--- src/rtl/pipe_stage_chain_pkg.sv ---
// Shared constants and helpers for the pipeline slot chain.
package pipe_pkg;

    // Largest chain supported and the width of the occupancy counter (0..8).
    localparam int MAX_DEPTH = 8;
    localparam int OCC_W     = 4;

    // Occupancy update: +1 on accept, -1 on emit, unchanged when both or neither.
    function automatic logic [OCC_W-1:0] occNext(input logic [OCC_W-1:0] occ,
                                                 input logic             inc,
                                                 input logic             dec);
        logic [OCC_W-1:0] res;
        res = occ;
        if (inc && !dec) res = occ + OCC_W'(1);
        if (!inc && dec) res = occ - OCC_W'(1);
        return res;
    endfunction

endpackage

--- src/rtl/pipe_stage_chain_if.sv ---
// Handshake bundle for the pipeline slot chain.
// Valid/ready: an entry moves across a boundary on a rising clk edge where
// valid and ready are both high; valid never waits on ready, and in_ready is
// combinational but independent of in_valid. flush kills everything in flight
// and blocks input for the cycle in which it is high.
interface pipe_stage_chain_if #(
    parameter int CTRL_W = 8,
    parameter int DATA_W = 64
);
    import pipe_pkg::*;

    logic                in_valid;
    logic                in_ready;
    logic [CTRL_W-1:0]   in_ctrl;
    logic [DATA_W-1:0]   in_data;
    logic                flush;
    logic                out_valid;
    logic                out_ready;
    logic [CTRL_W-1:0]   out_ctrl;
    logic [DATA_W-1:0]   out_data;
    logic [OCC_W-1:0]    occupancy;

    // Upstream/control side: drives the input entry, flush and out_ready.
    modport master (
        output in_valid, in_ctrl, in_data, flush, out_ready,
        input  in_ready, out_valid, out_ctrl, out_data, occupancy
    );

    // The chain itself.
    modport slave (
        input  in_valid, in_ctrl, in_data, flush, out_ready,
        output in_ready, out_valid, out_ctrl, out_data, occupancy
    );

endinterface

--- src/rtl/pipe_stage_chain_slot.sv ---
// One pipeline slot: valid/ctrl/data register with load, kill and optional
// payload clearing. ctrl is zero whenever the slot is empty.
module pipe_slot #(
    parameter int CTRL_W     = 8,
    parameter int DATA_W     = 64,
    parameter bit CLEAR_DATA = 1'b0
) (
    input  logic              clk,
    input  logic              kill,
    input  logic              load,
    input  logic              upValid,
    input  logic [CTRL_W-1:0] upCtrl,
    input  logic [DATA_W-1:0] upData,
    output logic              valid,
    output logic [CTRL_W-1:0] ctrl,
    output logic [DATA_W-1:0] data
);

    // Valid and control: killed to empty, loaded from upstream, or held.
    always_ff @(posedge clk) begin
        if (kill) begin
            valid <= 1'b0;
            ctrl  <= '0;
        end else if (load) begin
            valid <= upValid;
            ctrl  <= upValid ? upCtrl : '0;
        end
    end

    // Payload: cleared on kill only when CLEAR_DATA, otherwise it just holds.
    always_ff @(posedge clk) begin
        if (kill) begin
            if (CLEAR_DATA) data <= '0;
        end else if (load) begin
            data <= upData;
        end
    end

endmodule

--- src/rtl/pipe_stage_chain.sv ---
// Chain of DEPTH valid/ready pipeline slots with flush, stall and optional
// bubble collapse, plus a registered occupancy counter.
module pipe_stage_chain
    import pipe_pkg::*;
#(
    parameter int DEPTH      = 1,
    parameter int CTRL_W     = 8,
    parameter int DATA_W     = 64,
    parameter bit CLEAR_DATA = 1'b0,
    parameter bit COLLAPSE   = 1'b1
) (
    input logic               clk,
    input logic               reset,
    pipe_stage_chain_if.slave bus
);

    localparam int DEPTH_C = (DEPTH < 1) ? 1 : ((DEPTH > MAX_DEPTH) ? MAX_DEPTH : DEPTH);

    logic [DEPTH_C-1:0] slotValid;
    logic [CTRL_W-1:0]  slotCtrl [DEPTH_C];
    logic [DATA_W-1:0]  slotData [DEPTH_C];
    logic [DEPTH_C-1:0] ready;
    logic               kill;
    logic               inReady;
    logic               accept;
    logic               emit;
    logic [OCC_W-1:0]   occ;

    // Reset and flush both empty the chain; reset simply also covers flush.
    assign kill    = reset | bus.flush;
    assign inReady = ready[0] & ~bus.flush & ~reset;
    assign accept  = bus.in_valid & inReady;
    assign emit    = slotValid[DEPTH_C-1] & bus.out_ready;

    for (genvar i = 0; i < DEPTH_C; i++) begin : g_slot
        // Ready chain: collapse lets an empty slot fill past a stall further on;
        // without collapse every slot moves only when the output moves.
        if (COLLAPSE) begin : g_col
            if (i == DEPTH_C - 1) begin : g_last
                assign ready[i] = ~slotValid[i] | bus.out_ready;
            end else begin : g_mid
                assign ready[i] = ~slotValid[i] | ready[i+1];
            end
        end else begin : g_frz
            assign ready[i] = bus.out_ready | ~slotValid[DEPTH_C-1];
        end

        // Slot 0 takes the accepted input; later slots take their predecessor.
        if (i == 0) begin : g_head
            pipe_slot #(
                .CTRL_W(CTRL_W), .DATA_W(DATA_W), .CLEAR_DATA(CLEAR_DATA)
            ) u_slot (
                .clk(clk), .kill(kill), .load(ready[i]),
                .upValid(accept), .upCtrl(bus.in_ctrl), .upData(bus.in_data),
                .valid(slotValid[i]), .ctrl(slotCtrl[i]), .data(slotData[i])
            );
        end else begin : g_tail
            pipe_slot #(
                .CTRL_W(CTRL_W), .DATA_W(DATA_W), .CLEAR_DATA(CLEAR_DATA)
            ) u_slot (
                .clk(clk), .kill(kill), .load(ready[i]),
                .upValid(slotValid[i-1]), .upCtrl(slotCtrl[i-1]), .upData(slotData[i-1]),
                .valid(slotValid[i]), .ctrl(slotCtrl[i]), .data(slotData[i])
            );
        end
    end

    // Occupancy tracks accepts minus emits and is cleared with the chain.
    always_ff @(posedge clk) begin
        if (kill) occ <= '0;
        else      occ <= occNext(occ, accept, emit);
    end

    assign bus.in_ready  = inReady;
    assign bus.out_valid = slotValid[DEPTH_C-1];
    assign bus.out_ctrl  = slotValid[DEPTH_C-1] ? slotCtrl[DEPTH_C-1] : '0;
    assign bus.out_data  = slotData[DEPTH_C-1];
    assign bus.occupancy = occ;

endmodule
--- src/flat_wrapper.sv ---
// flat-port wrapper written by rule: the top's interface ports become plain ports
module pipe_stage_chain_flat import pipe_pkg::*;
#(
    parameter int DEPTH      = 1,
    parameter int CTRL_W     = 8,
    parameter int DATA_W     = 64,
    parameter bit CLEAR_DATA = 1'b0,
    parameter bit COLLAPSE   = 1'b1
)
  (clk, reset, bus_in_valid, bus_in_ctrl, bus_in_data, bus_flush, bus_out_ready, bus_in_ready, bus_out_valid, bus_out_ctrl, bus_out_data, bus_occupancy);
  pipe_stage_chain_if #(.CTRL_W(CTRL_W), .DATA_W(DATA_W)) bus_i ();
  input logic clk;
  input logic reset;
  input wire logic [$bits(bus_i.in_valid)-1:0] bus_in_valid;
  input wire logic [$bits(bus_i.in_ctrl)-1:0] bus_in_ctrl;
  input wire logic [$bits(bus_i.in_data)-1:0] bus_in_data;
  input wire logic [$bits(bus_i.flush)-1:0] bus_flush;
  input wire logic [$bits(bus_i.out_ready)-1:0] bus_out_ready;
  output wire logic [$bits(bus_i.in_ready)-1:0] bus_in_ready;
  output wire logic [$bits(bus_i.out_valid)-1:0] bus_out_valid;
  output wire logic [$bits(bus_i.out_ctrl)-1:0] bus_out_ctrl;
  output wire logic [$bits(bus_i.out_data)-1:0] bus_out_data;
  output wire logic [$bits(bus_i.occupancy)-1:0] bus_occupancy;
  assign bus_i.in_valid = bus_in_valid;
  assign bus_i.in_ctrl = bus_in_ctrl;
  assign bus_i.in_data = bus_in_data;
  assign bus_i.flush = bus_flush;
  assign bus_i.out_ready = bus_out_ready;
  assign bus_in_ready = bus_i.in_ready;
  assign bus_out_valid = bus_i.out_valid;
  assign bus_out_ctrl = bus_i.out_ctrl;
  assign bus_out_data = bus_i.out_data;
  assign bus_occupancy = bus_i.occupancy;
  pipe_stage_chain #(.DEPTH(DEPTH), .CTRL_W(CTRL_W), .DATA_W(DATA_W), .CLEAR_DATA(CLEAR_DATA), .COLLAPSE(COLLAPSE)) u_core (.clk(clk), .reset(reset), .bus(bus_i));
endmodule
--- config.mk ---
export PLATFORM = sky130hd
export DESIGN_NAME = pipe_stage_chain_flat
export DESIGN_NICKNAME = d
export VERILOG_FILES = /design/src/rtl/pipe_stage_chain_pkg.sv /design/src/rtl/pipe_stage_chain_if.sv /design/src/rtl/pipe_stage_chain_slot.sv /design/src/rtl/pipe_stage_chain.sv /design/src/flat_wrapper.sv
export SDC_FILE = /design/constraint.sdc
export NUM_CORES = 1
export LEC_CHECK = 0
export ABC_AREA = 1
export CORE_MARGIN = 2
export CORE_UTILIZATION = 25
export DETAILED_ROUTE_END_ITERATION = 7
export SYNTH_ARGS = -nofsm -noshare
export SYNTH_HDL_FRONTEND = slang
export SYNTH_SLANG_ARGS = --single-unit
--- constraint.sdc ---
create_clock -name clk -period 6.03 [get_ports clk]
set_input_delay 0.9045 -clock clk [delete_from_list [all_inputs] [get_ports clk]]
set_output_delay 0.9045 -clock clk [all_outputs]
set_load 0.01 [all_outputs]
==> flow_metrics.tcl, run 1 <==
set metrics [dict create \
    avgViaCountPerCell 3.89 \
    final_cell_area_sq_um 4510 \
    ctsLongestPathBuffers 2 \
    clock_tree.root_cell "clkbuf_8" \
    period_minus_slack_ns 3.39 \
    rows 37 \
    globalRouteOverflowTotal 0 \
    num-fill-cells 942 \
    cts_buffer_count 9 \
    finish.cell_count_without_fillers 471 \
    boundaryPins 155 \
    yosysSeqAreaShare_pct 83.5 \
    clkLatencyLatePin_ns 0.34 \
    global_route_wire_length_before_repair_microns 9420 \
    place.detailed.instances 455 \
    maxSlewViolCount 0 \
    die-area_sq_um 11300 \
    buffer_ports.inserted 154 \
    avgSynthCellArea_sq_um 15.6 \
    routabilityCongestion 0.776 \
    finalHoldViolations 0 \
    initialDrtViolationCount 68 \
    timing.critical_path.slowest_stage_cell "clkdlybuf4s50_1" \
    most-common-layout-cells "clkdlybuf4s50_1, edfxtp_1, nand2_1" \
    mappedNetlistNets 248 \
    max_slew_margin_vs_limit_pct 30.6 \
    synth_cell_types 18 \
    maxClockFrequency_ghz 0.295 \
    cts_max_level 3 \
    grt_pass1_vias 1816 \
    total_global_route_track_usage_pct 11.2 \
    path_cells "clkdlybuf4s50_1, or2_1, nor2_1, clkdlybuf4s50_1" \
    initial_core_util_pct 25.5 \
    worst-endpoint-arrival_ns 2.49 \
    grt_max_degree 39 \
    cts_tree "done" \
    crit_required_ns 5.13 \
    dieHeight_microns 106 \
    dpl_cell_area_sq_um 4310 \
    cell_with_the_most_instances_on_the_worst_path "clkdlybuf4s50_1" \
    rsz0062_at_grt "false" \
    final.period_utilization_pct 56.3 \
    holdBufCountCts 0 \
    coreArea_sq_um 10200 \
    pwr-share-comb_pct 10.6 \
    nets 410 \
    cap_viol_max_count 0 \
    synth_warnings 0 \
    yosys_register_bits 77 \
    ir_drop_worst_vdd_mv 0.127 \
    run_status "complete, no violations" \
    areaGrowthSynthToFinish_pct 72.7 \
    cts_resized 0 \
    clkSlewWorstSetupHoldPaths_ns 0.08 \
    startpoint_type "input port" \
    utilization_of_the_core_after_routing_pct 44.1 \
    crit_fanout 16 \
    timing.final.setup_violations 0 \
    synth_area_sq_um 2610 \
    total_leakage_power_nw 1.64 \
    timing.hold.ws_ns 0.469 \
    endpoint_kind "output pin" \
    final_antenna_net_count 0 \
    dpl.hpwl_microns 4650 \
    wl_per_instance_microns 13.4 \
    worst_pin_slew_ns 1.04 \
    setup-tns-final_ns 0 \
    clkPwrFrac_pct 34.9 \
    power.share.switching_pct 21.7 \
    part_of_the_total_power_dissipated_in_sequential_elements_pct 54.5 \
    drc_errors 0 \
    clock-skew-final_ns 0.0110 \
    criticalPathCategory "in2out" \
    antennaDiodeCount 0 \
    slowest_delay_ns 0.55 \
    synthCells 168 \
    final_layout_size_suffix_gt1_share_pct 5.97 \
    detail_route.first_pass.iterations 4 \
    chipWidth_microns 106 \
    cell_internal_pwr_mw 0.871 \
    p_switching_mw 0.242 \
    cts.sink_count 77 \
    post_cts.repair.setup_buffers 0 \
    antenna_violations_before_repair 1 \
    min_path_type "reg2reg" \
    setup.reg_to_reg.worst_slack_ns 3.58 \
    power.density_nw_per_um2 247 \
    num_vias 1833 \
    drt-total-wl_microns 6290 \
    final_common_cell "clkdlybuf4s50_1" \
]
==> synth_stat cells <==
cell      instances  share of area, %
nor2_2            1              0.24
inv_1            18               2.6
o21ai_0           2              0.38
buf_6             1              0.43
ha_1              3               1.4
xor2_1            1              0.34
inv_2             1              0.14
buf_2             2              0.38
edfxtp_1         64                74
nand3_1           3              0.57
dfxtp_1          13                10
nor2_1            9               1.3
or2_1             1              0.24
xnor2_1           2              0.67
nor3_4            1              0.62
nand2_1          34               4.9
clkbuf_1          1              0.14
a21oi_1          11               2.1
==> stage by stage <==
stage / setup WS (ns) / power [mW]
after floorplan: 1.40 / 0.648
after global placement: 2.50 / 0.737
after detailed placement: 2.50 / 0.738
after CTS: 2.64 / 1.13
after global routing: 2.52 / 1.16
final: 2.64 / 1.11
==> sequential cells by signal, indices dropped and copies added, names as in the netlist <==
register / count
u_core.g_slot.g_head.u_slot.data: 64
u_core.g_slot.g_head.u_slot.valid: 1
u_core.bus.occupancy: 4
u_core.g_slot.g_head.u_slot.ctrl: 8
==> layout make-up <==
| type | instances | area (sq um) | area share [%] |
|---|---|---|---|
| sequential | 77 | 2180 | 48.4 |
| clock buffer | 10 | 128 | 2.83 |
| clock inverter | 6 | 70.1 | 1.55 |
| tap | 136 | 170 | 3.77 |
| multi-input combinational | 68 | 342 | 7.57 |
| timing repair buffer | 155 | 1550 | 34.3 |
| inverter | 19 | 71.3 | 1.58 |
==> power groups by stage <==
stage	combinational (mW)	sequential (mW)	clock, mW
2_1_floorplan	0.0186	0.630	0
3_3_place_gp	0.119	0.618	0
3_5_place_dp	0.119	0.619	0
4_1_cts	0.120	0.607	0.406
5_1_grt	0.126	0.608	0.430
6_report	0.118	0.606	0.389
==> metal layers <==
metal	routed length (microns)	up-vias	global-route usage (%)
met5	13	-	0
met4	57	2	3.76
met3	805	10	6.25
met2	2860	102	17.4
met1	2550	821	13.0
li1	-	898	-
==> worst paths after layout <==
check	depth (start not counted)	end	startpoint
setup / recovery	4	bus_in_ready	bus_flush
hold / removal	2	u_core.g_slot[0].g_head.u_slot.ctrl[2]	u_core.g_slot[0].g_head.u_slot.ctrl[2]
setup reg to reg	13	u_core.bus.occupancy[2]	u_core.g_slot[0].g_head.u_slot.valid
hold reg to reg	2	u_core.g_slot[0].g_head.u_slot.ctrl[2]	u_core.g_slot[0].g_head.u_slot.ctrl[2]
==> critical path, delay by kind of cell <==
| family | cells | cell delay [ns] |
|---|---|---|
| buffers and inverters | 2 | 0.94 |
| AND/OR/NAND/NOR | 2 | 0.64 |
==> kinds of logic (layout without fill, tap and decap cells) <==
family	count (synthesis)	count (layout)	synth area share [%]
compound gates	13	13	2.49
flops	77	77	83.5
fa+ha+maj	3	3	1.44
simple gates	49	49	7.85
buf+inv	23	190	3.69
xor+xnor	3	3	1.01
(Power assumes the default switching activity.)
==> run 2: changes to the inputs <==
clock period = 3.4 ns   (was 6.03 ns; I/O delays follow)
==> flow_metrics.tcl, run 2 (synthesis results as in run 1) <==
set metrics [dict create \
    cts_buffer_count 9 \
    timing.final.setup_violations 0 \
    clock-skew-final_ns 0.00800 \
    dpl.hpwl_microns 4710 \
    finish.cell_count_without_fillers 474 \
    globalRouteOverflowTotal 0 \
    post_cts.repair.setup_buffers 0 \
    final_antenna_net_count 0 \
    boundaryPins 155 \
    clkLatencyLatePin_ns 0.34 \
    reg2reg_depth 13 \
    finalHoldViolations 0 \
    setup-tns-final_ns 0 \
    antenna_violations_before_repair 0 \
    nets 413 \
    cts_tree "done" \
    crit_fanout 15 \
    worst-endpoint-arrival_ns 2.03 \
    max_slew_margin_vs_limit_pct 68.9 \
    endpoint_kind "output pin" \
    total_leakage_power_nw 1.67 \
    final.period_utilization_pct 74.8 \
    cts_max_level 3 \
    final_layout_size_suffix_gt1_share_pct 6.80 \
    coreArea_sq_um 10200 \
    buffer_ports.inserted 154 \
    ctsLongestPathBuffers 2 \
    run_status "complete, no violations" \
    grt_max_degree 38 \
    startpoint_type "input port" \
    min_path_type "reg2reg" \
    crit_required_ns 2.89 \
    timing.hold.worst_path_depth 2 \
    cap_viol_max_count 0 \
    global_route_wire_length_before_repair_microns 9400 \
    holdBufCountCts 0 \
    place.detailed.instances 458 \
    max_ffs_per_register 64 \
    areaGrowthSynthToFinish_pct 74.5 \
    maxSlewViolCount 0 \
    drt-total-wl_microns 6340 \
    power.density_nw_per_um2 450 \
    criticalPathCategory "in2out" \
    initial_core_util_pct 25.5 \
    drc_errors 0 \
    detail_route.first_pass.iterations 4 \
    most-common-layout-cells "clkdlybuf4s50_1, edfxtp_1, nand2_1" \
    avgViaCountPerCell 3.94 \
    ir_drop_worst_vdd_mv 0.155 \
    cts.sink_count 77 \
    rows 37 \
    worst_pin_slew_ns 0.467 \
    final_common_cell "clkdlybuf4s50_1" \
    initialDrtViolationCount 64 \
    num_vias 1868 \
    final_cell_area_sq_um 4560 \
    routabilityCongestion 0.719 \
    total_global_route_track_usage_pct 11.1 \
    die-area_sq_um 11300 \
    rsz0062_at_grt "false" \
    wl_per_instance_microns 13.4 \
    chipWidth_microns 106 \
    clkSlewWorstSetupHoldPaths_ns 0.08 \
    cts_resized 0 \
    period_minus_slack_ns 2.54 \
    register_name_with_the_most_flops "u_core.g_slot.g_head.u_slot.data" \
    maxClockFrequency_ghz 0.393 \
    dieHeight_microns 106 \
    grt_pass1_vias 1941 \
    antennaDiodeCount 0 \
    clock_tree.root_cell "clkbuf_8" \
    dpl_cell_area_sq_um 4340 \
]
## run 2: routing by layer
layer	wire length [microns]	global-route usage, %	up-vias
met1	2510	12.1	859
met3	629	4.72	8
met2	3100	18.6	100
met4	92	4.79	0
met5	0	0	-
li1	-	-	901
## run 2: critical path, stage by stage
cell and delay, ns:
clkdlybuf4s50_1 0.39, or2_1 0.27, buf_4 0.22, nor2_1 0.10, clkdlybuf4s50_1 0.54
## run 2: where the power goes
part	switching, mW	total (mW)	internal, mW
logic	0.0733	0.213	0.139
registers	0.0120	1.07	1.06
clock network	0.345	0.765	0.420
total	0.430	2.05	1.62
## run 2: final timing paths
| kind | to | slack [ns] | startpoint |
|---|---|---|---|
| setup reg to reg | u_core.bus.occupancy[2] | 1.23 | u_core.g_slot[0].g_head.u_slot.valid |
| setup / recovery | bus_in_ready | 0.86 | bus_flush |
| hold reg to reg | u_core.g_slot[0].g_head.u_slot.ctrl[1] | 0.47 | u_core.g_slot[0].g_head.u_slot.ctrl[1] |
| hold / removal | u_core.g_slot[0].g_head.u_slot.ctrl[1] | 0.47 | u_core.g_slot[0].g_head.u_slot.ctrl[1] |
## run 2: layout make-up
type / instances / area, sq um
Clock inverter: 6 / 93.8
Inverter: 19 / 71.3
Multi-Input combinational cell: 68 / 342
Clock buffer: 10 / 128
Fill cell: 932 / 5670
Timing Repair Buffer: 158 / 1570
Tap cell: 136 / 170
Sequential cell: 77 / 2180
## run 2: through the flow
step / util (%) / power [mW] / setup slack, ns / hold slack (ns)
floorplan: - / 1.15 / 0.235 / 0.441
global placement: 42.4 / 1.31 / 0.733 / 0.454
detailed placement: 42.4 / 1.31 / 0.658 / 0.454
CTS: 44.6 / 2.09 / 0.858 / 0.468
global route: 44.6 / 2.14 / 0.781 / 0.488
finish: 44.6 / 2.05 / 0.858 / 0.470
